**config.mk**
```make
export PLATFORM = sky130hd
export DESIGN_NAME = wb_mem_arbiter
export DESIGN_NICKNAME = d
export VERILOG_FILES = /design/src/rtl/wb_arb_pkg.sv /design/src/rtl/wb_arb_watchdog.sv /design/src/rtl/wb_mem_arbiter.sv
export SDC_FILE = /design/constraint.sdc
export NUM_CORES = 1
export LEC_CHECK = 0
export ABC_AREA = 1
export CORE_AREA = 2 2 130 132
export DETAILED_ROUTE_END_ITERATION = 8
export DIE_AREA = 0 0 132 134
export MAX_ROUTING_LAYER = met4
export SYNTH_ARGS = -nofsm -noshare
export SYNTH_HDL_FRONTEND = slang
export SYNTH_HIERARCHICAL = 1
export SYNTH_SLANG_ARGS = --single-unit
export TNS_END_PERCENT = 50
```
**constraint.sdc**
```tcl
create_clock -name wb_clk_i -period 2.15 [get_ports wb_clk_i]
set_input_delay 0.43 -clock wb_clk_i [delete_from_list [all_inputs] [get_ports wb_clk_i]]
set_output_delay 0.43 -clock wb_clk_i [all_outputs]
set_load 0.01 [all_outputs]
```
**src/rtl/wb_arb_pkg.sv**
```systemverilog
// Shared types and constants for the two-master Wishbone memory arbiter.
//   arb_state_t : arbiter FSM states (IDLE, GNT0, GNT1)
//   CTI_*       : Wishbone B3 cycle-type encodings
package wb_arb_pkg;

  typedef enum logic [1:0] {
    IDLE = 2'd0,
    GNT0 = 2'd1,
    GNT1 = 2'd2
  } arb_state_t;

  localparam logic [2:0] CTI_CLASSIC = 3'b000;
  localparam logic [2:0] CTI_CONST   = 3'b001;
  localparam logic [2:0] CTI_INC     = 3'b010;
  localparam logic [2:0] CTI_EOB     = 3'b111;

endpackage

```
**src/rtl/wb_arb_watchdog.sv**
```systemverilog
// Stall watchdog: counts consecutive strobe cycles without ack/err and
// fires for one cycle when the count reaches TIMEOUT.
//   clk, rst_n : clock, asynchronous active-low reset
//   stb        : strobe presented to the slave
//   ack, err   : slave responses
//   clr        : synchronous clear (arbiter state change)
//   fire       : one-cycle timeout pulse
module wb_arb_watchdog #(
  parameter int unsigned TIMEOUT = 255,
  parameter int unsigned TW      = 8
) (
  input  logic clk,
  input  logic rst_n,
  input  logic stb,
  input  logic ack,
  input  logic err,
  input  logic clr,
  output logic fire
);

  generate
    if (TIMEOUT == 0) begin : g_off
      logic w_unused;
      assign w_unused = ^{clk, rst_n, stb, ack, err, clr};
      assign fire     = 1'b0;
    end else begin : g_on
      logic [TW-1:0] r_count;

      // Clearing on fire keeps the pulse to a single cycle; an ack in the
      // cycle before TIMEOUT is reached clears first, so ack wins the race.
      always_ff @(posedge clk or negedge rst_n) begin
        if (!rst_n)
          r_count <= '0;
        else if (clr || !stb || ack || err || fire)
          r_count <= '0;
        else
          r_count <= r_count + 1'b1;
      end

      assign fire = (r_count == TW'(TIMEOUT));
    end
  endgenerate

endmodule

```
**src/rtl/wb_mem_arbiter.sv**
```systemverilog
// Two-master to one-slave Wishbone B3 arbiter in front of the main RAM.
// m0 = CPU-side interconnect, m1 = debug/loader port. Round-robin grant at
// cycle boundaries, bus held for the whole cyc, watchdog forces err.
//   wb_clk_i, wb_rst_ni        : clock, asynchronous active-low reset
//   m0_* / m1_* inputs         : master requests (adr, dat, sel, we, cyc, stb, cti, bte)
//   m0_dat_o/ack_o/err_o, m1_* : master responses (data shared from slave)
//   s_* outputs                : muxed request to the slave
//   s_dat_i, s_ack_i, s_err_i  : slave response
module wb_mem_arbiter
  import wb_arb_pkg::*;
#(
  parameter int unsigned AW      = 32,
  parameter int unsigned DW      = 32,
  parameter int unsigned TIMEOUT = 255,
  parameter int unsigned TW      = 8
) (
  input  logic            wb_clk_i,
  input  logic            wb_rst_ni,
  input  logic [AW-1:0]   m0_adr_i,
  input  logic [DW-1:0]   m0_dat_i,
  input  logic [DW/8-1:0] m0_sel_i,
  input  logic            m0_we_i,
  input  logic            m0_cyc_i,
  input  logic            m0_stb_i,
  input  logic [2:0]      m0_cti_i,
  input  logic [1:0]      m0_bte_i,
  output logic [DW-1:0]   m0_dat_o,
  output logic            m0_ack_o,
  output logic            m0_err_o,
  input  logic [AW-1:0]   m1_adr_i,
  input  logic [DW-1:0]   m1_dat_i,
  input  logic [DW/8-1:0] m1_sel_i,
  input  logic            m1_we_i,
  input  logic            m1_cyc_i,
  input  logic            m1_stb_i,
  input  logic [2:0]      m1_cti_i,
  input  logic [1:0]      m1_bte_i,
  output logic [DW-1:0]   m1_dat_o,
  output logic            m1_ack_o,
  output logic            m1_err_o,
  output logic [AW-1:0]   s_adr_o,
  output logic [DW-1:0]   s_dat_o,
  output logic [DW/8-1:0] s_sel_o,
  output logic            s_we_o,
  output logic            s_cyc_o,
  output logic            s_stb_o,
  output logic [2:0]      s_cti_o,
  output logic [1:0]      s_bte_o,
  input  logic [DW-1:0]   s_dat_i,
  input  logic            s_ack_i,
  input  logic            s_err_i
);

  arb_state_t r_state;
  arb_state_t w_state_next;
  logic       r_last_owner;
  logic       w_wd_fire;
  logic       w_wd_clr;

  assign m0_dat_o = s_dat_i;
  assign m1_dat_o = s_dat_i;

  always_ff @(posedge wb_clk_i or negedge wb_rst_ni) begin
    if (!wb_rst_ni) begin
      r_state      <= IDLE;
      r_last_owner <= 1'b1;
    end else begin
      r_state <= w_state_next;
      if (r_state == GNT0 && !m0_cyc_i)
        r_last_owner <= 1'b0;
      else if (r_state == GNT1 && !m1_cyc_i)
        r_last_owner <= 1'b1;
    end
  end

  always_comb begin
    w_state_next = r_state;
    s_adr_o      = '0;
    s_dat_o      = '0;
    s_sel_o      = '0;
    s_we_o       = 1'b0;
    s_cyc_o      = 1'b0;
    s_stb_o      = 1'b0;
    s_cti_o      = '0;
    s_bte_o      = '0;
    m0_ack_o     = 1'b0;
    m0_err_o     = 1'b0;
    m1_ack_o     = 1'b0;
    m1_err_o     = 1'b0;
    case (r_state)
      IDLE: begin
        if (m0_cyc_i && m1_cyc_i)
          w_state_next = r_last_owner ? GNT0 : GNT1;
        else if (m0_cyc_i)
          w_state_next = GNT0;
        else if (m1_cyc_i)
          w_state_next = GNT1;
      end
      GNT0: begin
        if (!m0_cyc_i)
          w_state_next = IDLE;
        s_adr_o  = m0_adr_i;
        s_dat_o  = m0_dat_i;
        s_sel_o  = m0_sel_i;
        s_we_o   = m0_we_i;
        s_cyc_o  = m0_cyc_i;
        s_stb_o  = m0_stb_i & ~w_wd_fire;
        s_cti_o  = m0_cti_i;
        s_bte_o  = m0_bte_i;
        m0_ack_o = s_ack_i & m0_stb_i;
        m0_err_o = (s_err_i & m0_stb_i) | w_wd_fire;
      end
      GNT1: begin
        if (!m1_cyc_i)
          w_state_next = IDLE;
        s_adr_o  = m1_adr_i;
        s_dat_o  = m1_dat_i;
        s_sel_o  = m1_sel_i;
        s_we_o   = m1_we_i;
        s_cyc_o  = m1_cyc_i;
        s_stb_o  = m1_stb_i & ~w_wd_fire;
        s_cti_o  = m1_cti_i;
        s_bte_o  = m1_bte_i;
        m1_ack_o = s_ack_i & m1_stb_i;
        m1_err_o = (s_err_i & m1_stb_i) | w_wd_fire;
      end
      default: w_state_next = IDLE;
    endcase
  end

  assign w_wd_clr = (w_state_next != r_state);

  wb_arb_watchdog #(
    .TIMEOUT (TIMEOUT),
    .TW      (TW)
  ) u_watchdog (
    .clk   (wb_clk_i),
    .rst_n (wb_rst_ni),
    .stb   (s_stb_o),
    .ack   (s_ack_i),
    .err   (s_err_i),
    .clr   (w_wd_clr),
    .fire  (w_wd_fire)
  );

endmodule

```
==> reports/metrics.cfg, run 1 <==
[outcome]
status=completed

[power]
p_leak_nw=2.03
power_frac_seq_pct=5.4
power_switching_mw=2.34
combPwrFrac_pct=87.6
power.density_mw_per_mm2=1020
pwr-share-clk_pct=6.9
vdd_drop_max_mv=0.498
p_sw_share_pct=47.9
p_int_mw=2.55

[worst_setup_path]
critPathKind=flip-flop to primary output
arrival_ps=1710
critPathCaptureType=primary output
cp_top_family=buffers and inverters
r2r_slack_ps=100
critPathLaunch=r_state[0]
path_depth=7
reg2reg_depth=16
cp_num_buf_inv=4
r2r_end=u_watchdog/g_on.r_count[6]
max_stage_delay_ps=390
r2r-start=r_state[0]
cp_slowest_cell=dfrtp_1
cp_max_fo=18
startpoint_type=flip-flop
worstPathCellList=inv_2 > ha_4 > buf_12 > buf_16 > nand2_1 > a21oi_1 > clkdlybuf4s15_1
critPathRequiredTime_ps=1720

[timing]
setup_viol=0
slew_viol_final=0
maxSlewHeadroom_pct=64.8
hold_viol=0
period_needed_ps=2140
worst_slack_ps=11.2
whs_ps=543
finalCritPeriodShare_pct=99.5
max_slew.worst_pin.slew_ps=526
max_freq_ghz=0.468
setup-tns-final_ps=0
grt_setup_unrepaired=yes
fin_skew_ps=1.05

[synthesis]
synth-simple-area-share_pct=36.1
yosys_register_bits=11
synth_xor_area_share_pct=0.742
synth_adder_area_share_pct=3.18
synth_top_area_share_pct=28.9
synth-edff-count=0
synth.most_common_cell=nand2_1
synthTopCellsByCount=nand2_1 (182), a21oi_1 (78), buf_4 (70)
yosysSeqAreaShare_pct=11.7
async_flop_share_pct=100
synthMuxAreaShare_pct=0
yosysTopAreaCell=nand2_1
synth.avg_cell_area_um2=5.57
netlist_area_mm2=0.00236
synthCells=424
synth_top_family_by_area=simple AND/OR/NAND/NOR gates
ys.flop_type=dfrtp_1
ys_types=26
yosysWarnings=6
synth_area_leaders=nand2_1 (29%), buf_4 (22%), a21oi_1 (17%)
synth_compound_area_share_pct=17.8
synth_nets=618

[finish]
area_growth_pct=103
layout-drive-gt1-share_pct=23.3
layout.nets=817
diodes=0

[cts]
clkSlewWorstSetupHoldPaths_ps=40
cts_buffer_depth=2
cts_num_sinks=11
cts_max_level=1
cts_buffers=3
ctsHoldBuffers=0
insertion_delay_ps=240
cts_tree=built
clk_root_buffer_cell=clkbuf_16

[drt]
detail_route.wl_per_cell_um=14.8
vias=3267
avgViaCountPerCell=3.88
detail_route.first_pass.iterations=4
drt_iter0_markers=78
postRouteAntennaNets=0
wl_um=12500
drc=0

[place]
portBuffers=235
gp_congestion=0.779
post-place-ws_ps=-167
hpwl_um=9100

[run]
drv_cap=0

[global_route]
overflow=0
grt_pass1_vias=3214
track_usage_pct=13.3
grt_pass1_wl_um=18200
antenna_found_initial=0
grt_max_degree=27

[floorplan]
die_w_um=132
ios=332
start_util_pct=14.5
die_area_mm2=0.0177
chipHeight_um=134
num_rows=47
design.core.area_mm2=0.0163

[min_path]
hp-class=primary input to asynchronous set/reset pin

-- registers in the layout (all words and copies together), names as in the netlist --
name and cells:
r_last_owner 1, r_state 2, u_watchdog/g_on.r_count 8
-- area by class of cell --
type	count	area [um2]
multi-input cells	303	1460
flip-flops and latches	11	277
clock buffers	4	78.8
inverters	21	83.8
repair buffers	283	2630
fillers	1860	11500
well taps	220	275
-- how the worst max path moves through the flow --
stage | to
after floorplan | u_watchdog/g_on.r_count[5]
after global placement | s_stb_o
after detailed placement | s_stb_o
after CTS | s_stb_o
after global routing | m1_err_o
final | s_dat_o[23]
-- power groups by stage --
stage	registers [mW]	logic (mW)	clock network, mW
6_report	0.265	4.28	0.338
3_5_place_dp	0.267	3.88	0
3_3_place_gp	0.265	3.89	0
5_1_grt	0.268	4.65	0.366
2_1_floorplan	0.276	1.89	0
4_1_cts	0.265	4.36	0.349
-- cell families after synthesis --
kind of cell             Yosys count
buffers and inverters            110
AND/OR/NAND/NOR                  212
flip-flops                        11
XOR/XNOR                           2
adder cells (fa/ha/maj)            6
AO/OA/AOI/OAI                     83
-- cells in the final DEF, fill, tap and decap left out, types with 2 or more instances in the layout --
cell type,netlist,routed
inv_2,1,3
o21ai_0,2,2
dlygate4sd2_1,0,7
nor2_2,1,6
clkbuf_2,0,16
buf_16,0,5
ha_1,6,2
buf_12,0,9
clkdlybuf4s15_1,0,12
a21oi_2,0,7
inv_1,20,17
nor2_1,12,7
buf_4,70,32
dfrtp_1,10,10
clkbuf_16,0,3
clkdlybuf4s50_1,0,155
nand3_2,3,3
ha_4,0,3
nand2_2,4,4
nand2_1,182,182
a21oi_1,78,71
buf_6,4,2
buf_2,12,44
nand3_1,7,7
-- metal layers --
| layer | wire length (um) | vias to the layer above | track usage [%] |
|---|---|---|---|
| met3 | 1220 | 31 | 4.76 |
| met2 | 6120 | 162 | 22.5 |
| li1 | - | 1660 | - |
| met5 | 0 | - | - |
| met4 | 371 | 0 | 4.35 |
| met1 | 4790 | 1414 | 14.4 |
-- repair_timing --
action	CTS	global route
cloned	5	0
gates resized for setup	213	76
pin swaps	3	4
endpoints found under the setup margin	80	69
buffers inserted	10	2
-- metrics by stage --
step / total power [mW] / utilization [%] / cells / cell area, um2
global placement: 4.15 / 28.7 / 821 / 4670
finish: 4.88 / 29.5 / 842 / 4800
global route: 5.29 / 29.5 / 842 / 4800
floorplan: 2.17 / - / 424 / 2360
detailed placement: 4.15 / 28.7 / 821 / 4670
CTS: 4.97 / 30.0 / 840 / 4880
(Power assumes the default switching activity.)
==> run 2: changes to the inputs <==
- CTS_BUF_LIST: unset -> sky130_fd_sc_hd__clkbuf_16
==> run 2 against run 1 <==
  * Cell count unchanged
  * Final area unchanged
  * Highest routed layer unchanged
  * Hold slack barely moved
  * Global-route usage did not move
==> reports/metrics.cfg, run 2 (synthesized netlist as in run 1, its figures left out) <==
[cts]
cts_buffer_depth=2  ; unchanged
cts_tree=built  ; unchanged
cts_num_sinks=11  ; unchanged
insertion_delay_ps=240  ; about the same
clk_root_buffer_cell=clkbuf_16  ; unchanged
cts_max_level=1  ; unchanged
clkSlewWorstSetupHoldPaths_ps=40  ; about the same
cts_buffers=3  ; unchanged

[min_path]
hp-class=primary input to asynchronous set/reset pin  ; unchanged

[finish]
layout.nets=817  ; unchanged
area_growth_pct=103  ; unchanged
seqCellArea_um2=277  ; unchanged
largest_register_ffs=8  ; unchanged
diodes=0  ; unchanged
layout-drive-gt1-share_pct=23.3  ; unchanged
final_common_cell=nand2_1  ; unchanged
largest-register=u_watchdog/g_on.r_count  ; unchanged
layout_common_cells=nand2_1 (182), clkdlybuf4s50_1 (155), a21oi_1 (71), buf_2 (44), buf_4 (32)  ; unchanged
fillerInstances=1860  ; unchanged
multi_input_area_mm2=0.00146  ; unchanged
top_regs=u_watchdog/g_on.r_count x8, r_state x2, r_last_owner x1  ; unchanged

[power]
power.density_mw_per_mm2=1020  ; about the same
p_int_mw=2.54  ; was 2.55 mW
p_sw_share_pct=47.9  ; about the same
vdd_drop_max_mv=0.498  ; about the same
finalPower_mw=4.88  ; about the same
pwr-share-clk_pct=6.8  ; was 6.9%
p_leak_nw=2.03  ; about the same
combPwrFrac_pct=87.7  ; was 87.6%
power_switching_mw=2.34  ; about the same
power_frac_seq_pct=5.4  ; about the same

[drt]
wl_um=12500  ; about the same
drt_iter0_markers=78  ; unchanged
detail_route.first_pass.iterations=4  ; unchanged
postRouteAntennaNets=0  ; unchanged
drc=0  ; unchanged
vias=3268  ; was 3267
detail_route.wl_per_cell_um=14.8  ; about the same
avgViaCountPerCell=3.88  ; about the same

[run]
drv_cap=0  ; unchanged

[place]
portBuffers=235  ; unchanged
post-place-ws_ps=-167  ; unchanged
gp_congestion=0.779  ; unchanged
hpwl_um=9100  ; unchanged

[worst_setup_path]
arrival_ps=1710  ; about the same
cp_top_family=buffers and inverters  ; unchanged
critPathCaptureType=primary output  ; unchanged
worstPathCellList=inv_2 > ha_4 > buf_12 > buf_16 > nand2_1 > a21oi_1 > clkdlybuf4s15_1  ; unchanged
critPathRequiredTime_ps=1720  ; about the same
cp_num_buf_inv=4  ; unchanged
startpoint_type=flip-flop  ; unchanged
cp_max_fo=18  ; unchanged
critPathKind=flip-flop to primary output  ; unchanged
max_stage_delay_ps=390  ; about the same
r2r-start=r_state[0]  ; unchanged
cp_slowest_cell=dfrtp_1  ; unchanged
critPathLaunch=r_state[0]  ; unchanged

[global_route]
grt_max_degree=27  ; unchanged
grt_pass1_vias=3214  ; unchanged
antenna_found_initial=0  ; unchanged
overflow=0  ; unchanged
track_usage_pct=13.3  ; unchanged
grt_pass1_wl_um=18200  ; unchanged

[floorplan]
num_rows=47  ; unchanged
die_w_um=132  ; unchanged
die_area_mm2=0.0177  ; unchanged
chipHeight_um=134  ; unchanged
design.core.area_mm2=0.0163  ; unchanged
start_util_pct=14.5  ; unchanged
ios=332  ; unchanged

[timing]
whs_ps=544  ; was 543 ps
grt_setup_unrepaired=yes  ; unchanged
finalCritPeriodShare_pct=99.5  ; about the same
period_needed_ps=2140  ; about the same
setup_viol=0  ; unchanged
max_freq_ghz=0.468  ; about the same
hold_viol=0  ; unchanged
worst_slack_ps=11.1  ; was 11.2 ps
slew_viol_final=0  ; unchanged
fin_skew_ps=0.927  ; was 1.05 ps
maxSlewHeadroom_pct=64.8  ; about the same
max_slew.worst_pin.slew_ps=527  ; was 526 ps

[outcome]
status=completed  ; unchanged

[run 2: cell types whose count changed in the layout (fill, tap and decap cells not counted), sizes merged]
cell | previous run | this run
clkbuf | 20 | 19
inv | 21 | 22
[run 2: worst paths after layout]
kind / end / slack, ps / cells after the start
worst max-delay path: s_dat_o[23] / 10 / 7
worst min-delay path: u_watchdog/g_on.r_count[1] / 540 / 1
worst max register to register: u_watchdog/g_on.r_count[6] / 100 / 16
worst min register to register: r_last_owner / 550 / 2
max in group asynchronous: r_last_owner / 1240 / 1
min in group wb_clk_i: r_last_owner / 550 / 2
[run 2: repair_timing]
action / in CTS / in global routing
buffers inserted: 10 / 2
hold buffers: 0 / 0
hold endpoints to repair: 0 / 0
endpoints found under the setup margin: 80 / 69
gates cloned: 5 / 0
gates resized for setup: 213 / 76
pin swaps: 3 / 4
[run 2: stage by stage]
step / TNS (ps) / utilization (%) / cells / cell area (um2)
after floorplan: 0 / - / 424 / 2360
after global placement: -3590 / 28.7 / 821 / 4670
after detailed placement: -5040 / 28.7 / 821 / 4670
after CTS: -136 / 30.0 / 840 / 4880
after global routing: -615 / 29.5 / 842 / 4800
final: 0 / 29.5 / 842 / 4800
[run 2: final cells by class]
cell class / count / area share [%]
timing repair buffer: 283 / 54.7
multi-input combinational: 303 / 30.5
sequential: 11 / 5.76
tap: 220 / 5.73
inverter: 21 / 1.75
clock buffer: 3 / 1.56
clock inverter: 1 / 0.0782
[run 2: layer usage]
metal | global-route usage [%] | part of all wire [%]
met5 | - | 0
met1 | 14.4 | 38
met4 | 4.35 | 3.0
met3 | 4.76 | 9.7
met2 | 22.5 | 49
[run 2: worst register-to-register path: stages (launching register included)]
cell and delay, ps:
dfrtp_1 390, inv_2 130, ha_4 220, buf_4 130, inv_1 70, o21ai_1 120
nand2_1 60, nand2_1 80, nand2_1 70, nand2_1 60, nand3_1 80, inv_1 70
nand2_1 60, nor3_2 110, buf_4 160, nand2_8 70, nor2_1 110
[run 2: power groups by stage]
stage | combinational [mW] | clock [mW] | sequential (mW)
final | 4.28 | 0.334 | 0.265
after global placement | 3.89 | 0 | 0.265
after CTS | 4.36 | 0.345 | 0.265
after floorplan | 1.89 | 0 | 0.276
after global routing | 4.65 | 0.362 | 0.268
after detailed placement | 3.88 | 0 | 0.267
